===== config.mk =====
export PLATFORM = sky130hd
export DESIGN_NAME = booth_mult_seq
export DESIGN_NICKNAME = d
export VERILOG_FILES = /design/src/rtl/booth_mult_seq.sv
export SDC_FILE = /design/constraint.sdc
export NUM_CORES = 1
export LEC_CHECK = 0
export ABC_AREA = 1
export ABC_CLOCK_PERIOD_IN_PS = 7000
export BUFFER_PORTS_ARGS = -buffer_cell sky130_fd_sc_hd__buf_2
export CAP_MARGIN = 15
export CORE_AREA = 5 5 266 138
export DETAILED_ROUTE_END_ITERATION = 10
export DIE_AREA = 0 0 271 143
export GPL_TIMING_DRIVEN = 0
export PLACE_DENSITY = 0.58
export SYNTH_ARGS = -nofsm -noshare
export SYNTH_HDL_FRONTEND = slang
export SYNTH_SLANG_ARGS = --single-unit

===== constraint.sdc =====
create_clock -name Clk -period 7 [get_ports Clk]
set_input_delay 0.35 -clock Clk [delete_from_list [all_inputs] [get_ports Clk]]
set_output_delay 0.35 -clock Clk [all_outputs]
set_load 0.1 [all_outputs]

===== src/rtl/booth_mult_seq.sv =====
// Sequential radix-2 Booth multiplier for signed (mult) and unsigned (multu) operands.
// Operands are extended to WIDTH+1 bits so one datapath serves both modes.
module booth_mult_seq #(
  parameter int WIDTH = 32,
  parameter int CNT_W = 6
) (
  input  logic               Clk,
  input  logic               reset,
  input  logic               workMult,
  input  logic               is_signed,
  input  logic [WIDTH-1:0]   oper_A,
  input  logic [WIDTH-1:0]   oper_B,
  output logic [2*WIDTH-1:0] mul,
  output logic               endMult,
  output logic               busy
);
  localparam int XW = WIDTH + 1;
  localparam logic [CNT_W-1:0] LAST_CNT = CNT_W'(WIDTH);

  typedef enum logic [1:0] {IDLE, RUN, DONE} state_t;

  state_t             state_q, state_d;
  logic [XW-1:0]      acc_q, acc_d;
  logic [XW-1:0]      q_reg_q, q_reg_d;
  logic [XW-1:0]      m_q, m_d;
  logic               qm1_q, qm1_d;
  logic [CNT_W-1:0]   cnt_q, cnt_d;
  logic [2*WIDTH-1:0] mul_q, mul_d;
  logic               end_q, end_d;
  logic               busy_q, busy_d;
  logic [XW-1:0]      sum;
  logic [2*XW-1:0]    shifted;

  always_comb begin
    sum = acc_q;
    case ({q_reg_q[0], qm1_q})
      2'b01:   sum = acc_q + m_q;
      2'b10:   sum = acc_q - m_q;
      default: sum = acc_q;
    endcase
  end

  // Arithmetic right shift of {acc, Q}; the bit leaving Q becomes the new q_-1.
  assign shifted = {sum[XW-1], sum, q_reg_q[XW-1:1]};

  always_comb begin
    state_d = state_q;
    acc_d   = acc_q;
    q_reg_d = q_reg_q;
    m_d     = m_q;
    qm1_d   = qm1_q;
    cnt_d   = cnt_q;
    mul_d   = mul_q;
    end_d   = 1'b0;
    busy_d  = busy_q;
    case (state_q)
      IDLE: begin
        if (workMult) begin
          acc_d   = '0;
          q_reg_d = {is_signed & oper_B[WIDTH-1], oper_B};
          m_d     = {is_signed & oper_A[WIDTH-1], oper_A};
          qm1_d   = 1'b0;
          cnt_d   = '0;
          busy_d  = 1'b1;
          state_d = RUN;
        end
      end
      RUN: begin
        acc_d   = shifted[2*XW-1:XW];
        q_reg_d = shifted[XW-1:0];
        qm1_d   = q_reg_q[0];
        cnt_d   = cnt_q + 1'b1;
        if (cnt_q == LAST_CNT) begin
          mul_d   = shifted[2*WIDTH-1:0];
          end_d   = 1'b1;
          state_d = DONE;
        end
      end
      DONE: begin
        busy_d  = 1'b0;
        state_d = IDLE;
      end
      default: begin
        busy_d  = 1'b0;
        state_d = IDLE;
      end
    endcase
  end

  always_ff @(posedge Clk) begin
    if (reset) begin
      state_q <= IDLE;
      acc_q   <= '0;
      q_reg_q <= '0;
      m_q     <= '0;
      qm1_q   <= 1'b0;
      cnt_q   <= '0;
      mul_q   <= '0;
      end_q   <= 1'b0;
      busy_q  <= 1'b0;
    end else begin
      state_q <= state_d;
      acc_q   <= acc_d;
      q_reg_q <= q_reg_d;
      m_q     <= m_d;
      qm1_q   <= qm1_d;
      cnt_q   <= cnt_d;
      mul_q   <= mul_d;
      end_q   <= end_d;
      busy_q  <= busy_d;
    end
  end

  assign mul     = mul_q;
  assign endMult = end_q;
  assign busy    = busy_q;
endmodule

# Word-level counts from Yosys, hierarchy flattened
# Cells that the tools add are included.
# classes
n_eq_ne	6
bitwise	3
n_addsub	3
n_reduce_logical	8
n_mux	15
# ops
operator	count
case mux 33 bit (2 select lines)	3
2-to-1 mux 33 bit	2
adder 33 bit	1
subtractor 33 bit	1
case mux 6 bit (2 select lines)	1
AND reduction 2 bit	5
adder 6 x 1 -> 6 bit (second input constant)	1
equality test 6 bit (second input constant)	1
2-to-1 mux 6 bit	1
equality test 2 x 1 -> 1 bit (second input constant)	2
2-to-1 mux 2 bit	2
inequality test 2 bit (second input constant)	2
case mux 1 bit (2 select lines)	2
case mux 2 bit (2 select lines)	1
2-to-1 mux 1 bit	3
bitwise AND 1 bit	2
equality test 2 bit (second input constant)	1
zero test 2 bit	1
nonzero test 2 bit	1
OR reduction 2 bit	1
NOT 1 bit	1
# word_totals
in_bits	68
out_inout_bits	66
word_cells	44
regBits	174

# Logic depth before layout (Yosys ltp)
# logic_depth
word_depth	3
depth_mapped	26

# Worst setup path after synthesis
# No wires, ideal clock.
# synth_timing
path_type	register to register
from	register qm1_q
to	register mul_q[63] (netlist: mul[63])
path_stages_with_launch	24
arrival_time_ns	2.679
required_ns	6.891
setup_slack_ns	4.212
setup_time_ns	0.109
path_buffers	2
cell_sequence	dfxtp_1 > inv_1 > ha_1 > inv_1 > buf_2 > clkbuf_1 > nand2_1 > xor2_1 > inv_1 > ha_1 > nand2_1 > inv_1 > a21oi_1 > nand2_1 > nand2_1 > nand2_2 > nand2_2 > nand2_1 > nand2_1 > nand3_1 > nand2_1 > nand2_1 > nand2_1 > inv_1
# synth_between
elab_chain_len	2
word_cells_on_any_way	3
# synth_rtl
item	line	text
from (decl)	26	logic qm1_q, qm1_d;
from (signal assigned)	106	qm1_q <= qm1_d;
equality test 2 bit or equality test 2 x 1 -> 1 bit (tied branches)	36	case ({q_reg_q[0], qm1_q})
case mux 33 bit (2 select lines) (*)	36	
to (signal assigned)	108	mul_q <= mul_d;
to (decl)	28	logic [2*WIDTH-1:0] mul_q, mul_d;
# Every way passes the cells marked *; elsewhere a longest branch is shown, timed or not.
# A chain may end at the register's enable or synchronous reset.

# Worst setup path after layout
# layout_timing
from	register m_q[0]
to	register mul_q[62] (netlist: mul[62])
# layout_between
elab_chain_len	2
word_cells_on_any_way	3
# layout_rtl
item	line	text
from (decl)	25	logic [XW-1:0] m_q, m_d;
from (signal assigned)	105	m_q <= m_d;
subtractor 33 bit or adder 33 bit (tied branches)	38, 37	
case mux 33 bit (2 select lines) (*)	36	
# Marks and branches as above.

==> results.ini <==
[status]
status=finished, final reports clean

[grt]
grt_max_degree=17
grt_overflow=0
grt_pass1_vias=9862
gr-usage-all-layers=0.1967
grt_pass1_wl_um=58130
antenna_found_initial=1

[flow_run]
maxCapViolCount=0

[floorplan]
core_mm2=0.03405
dieWidth_um=271
die-area_mm2=0.03875
die_y_um=143
start_util=0.2961
row_count=48
io_pins=134

[routing]
avgViaCountPerCell=4.882
drt-pass1-iter-count=6
vias=10640
drc=0
final_antenna_net_count=0
totalWireLength_um=38850
dr.first_iter.drc_count=1434
wl_per_cell_um=17.82

[logic_synthesis]
synthFlopType=dfxtp_1
synthArstFlopShare=0
synth-edff-count=0
syn_nets=1671
syn_avg_cell_area_um2=6.438
synth_seq_area_share=0.3435
synth_top_family_by_area=simple AND/OR/NAND/NOR gates
synth_cell_types=46
yosys.area_share.simple=0.3390
synth_cells=1566
synth_fa_ha_area_frac=0.04666
yosysWarnings=0
synthMuxAreaShare=0
synth-xor-area-share=0.03388
ys_ff_latch=173
synth_area_mm2=0.01008
synth_compound_area_frac=0.1214

[hold_path]
hold_path_class=in2reg

[clocking]
clock-sinks=173
clkSlewWorstSetupHoldPaths_ns=0.07
htree_levels=4
tritoncts=built
cts_setup_buffers=0
root_buffer=clkbuf_16
cts_resized=0
postCtsHoldBufs=0
clk_latency_ns=0.44
cts_buffers=17
clockBufferDepth=2

[cells_and_area]
drive_gt1_frac=0.1445
syn_to_final_growth_pct=17.78
final_common_cell=nand2_1
multi_input_area_mm2=0.005454
regArea_mm2=0.003463
n_fill_cell=3728
n_antenna_cell=0
final_cell_mix=nand2_1, inv_1, dfxtp_1
nets=1822

[critical_path]
crit_family=simple AND/OR/NAND/NOR gates
end_kind=flip-flop
path_buf_inv=2
critPathMaxFanout=5
critical_path_class=reg2reg
crit_required_ns=7.34
cp_slowest_cell=xor2_1
start_kind=flip-flop
cp.arrival_ns=4.42
crit_chain=inv_1 -> ha_1 -> nand3_2 -> nor2_2 -> nand2_1 -> nor2_2 -> nand4_1 -> nor2_1 -> nor2_1 -> nor2_1 -> xor2_1 -> ha_1 -> nand2_1 -> nor2_1 -> nor2_1 -> nand2_1 -> a21oi_1 -> nand2_1 -> nand2_1 -> nand3_1 -> nand2_1 -> nand2_1 -> nand2_1 -> inv_1
path_common_cell=nand2_1
cpPeakStageDelay_ns=0.73

[placement]
port_buffers=132
gp_congestion=0.9987
post-dp-hpwl_um=32430

[sta]
period_share=0.5829
setup_violations=0
hold_ws_ns=0.1539
setup-tns-final_ns=0
worst_slew_pin_slew_ns=1.010
period_minus_slack_ns=4.081
hold_viol=0
drv_slew=0
skew_ns=0.01244
slew-limit-headroom=0.3193
clock.fmax_mhz=245.1
rsz0062_at_grt=false

[pwr]
powerDensity_mw_per_mm2=218.2
p_leak_nw=5.869
ir_drop_mv=0.1409
finalPower_w=0.002591

==> cell usage after synthesis, drive strengths merged, types with 22 or more instances <==
master    n  area [um^2]
dfxtp   173         3463
ha       36        450.4
clkbuf   35        141.4
nor2    154        610.6
or2      22        137.6
xor2     28        245.2
a21oi    83        430.4
inv     227        852.1
buf      29        171.4
o21ai    81        409.2
nand3   140        740.7
nand2   475         1813
==> metrics by stage <==
stage	cell area, um^2	setup slack, ns	util	cells
global route	11880	2.716	0.3487	2180
detailed placement	11310	3.195	0.3320	2148
global placement	11310	3.213	0.3320	2148
CTS	11880	3.155	0.3487	2180
floorplan	10080	4.212	-	1566
finish	11880	2.919	0.3487	2180
==> path summary, 6_finish.rpt <==
path              from    endpoint  slack, ns  cells past startpoint
max reg2reg     m_q[0]     mul[62]       2.92                     24
min reg2reg     mul[8]      mul[8]       0.47                      2
min          oper_B[9]  q_reg_q[9]       0.15                      3
max             m_q[0]     mul[62]       2.92                     24
==> where the power goes <==
part           leakage, nW  switching (W)  total, W  internal [W]
clock network        0.285       0.000428  0.000936      0.000508
logic                 4.18       0.000416  0.000598      0.000182
registers             1.41      0.0000358   0.00106       0.00102
total                 5.87       0.000879   0.00259       0.00171
==> state kept, by name (all words and copies together) (netlist names) <==
name     cells
acc_q       32
busy         1
cnt_q        6
endMult      1
m_q         33
mul         64
q_reg_q     33
qm1_q        1
state_q      2
==> metal layers <==
| metal | track usage | vias to the layer above | wire length, um |
|---|---|---|---|
| met2 | 0.2578 | 449 | 14270 |
| met3 | 0.05339 | 21 | 4094 |
| met4 | 0.02666 | 0 | 239 |
| met1 | 0.3182 | 4926 | 20250 |
| li1 | - | 5246 | - |
| met5 | 0 | - | 0 |
==> cells by family after synthesis <==
logic type	Yosys count
AOI/OAI and AO/OA	216
xor gates and xnor gates	39
adders and majority gates	37
buffers and inverters	291
DFF	173
and+or+nand+nor	810
==> cell type report <==
type	instances	area share
inverter	227	0.07175
tap	450	0.04741
clock buffer	23	0.04193
clock inverter	9	0.006006
timing repair buffer	132	0.05563
buffer	64	0.02634
multi-input combinational	1102	0.4593
sequential	173	0.2916
==> worst min-delay path, cell delays in order <==
cell and delay [ns]:
buf_2 0.08, a221oi_1 0.06, nor2_1 0.07
(Power assumes the default switching activity.)
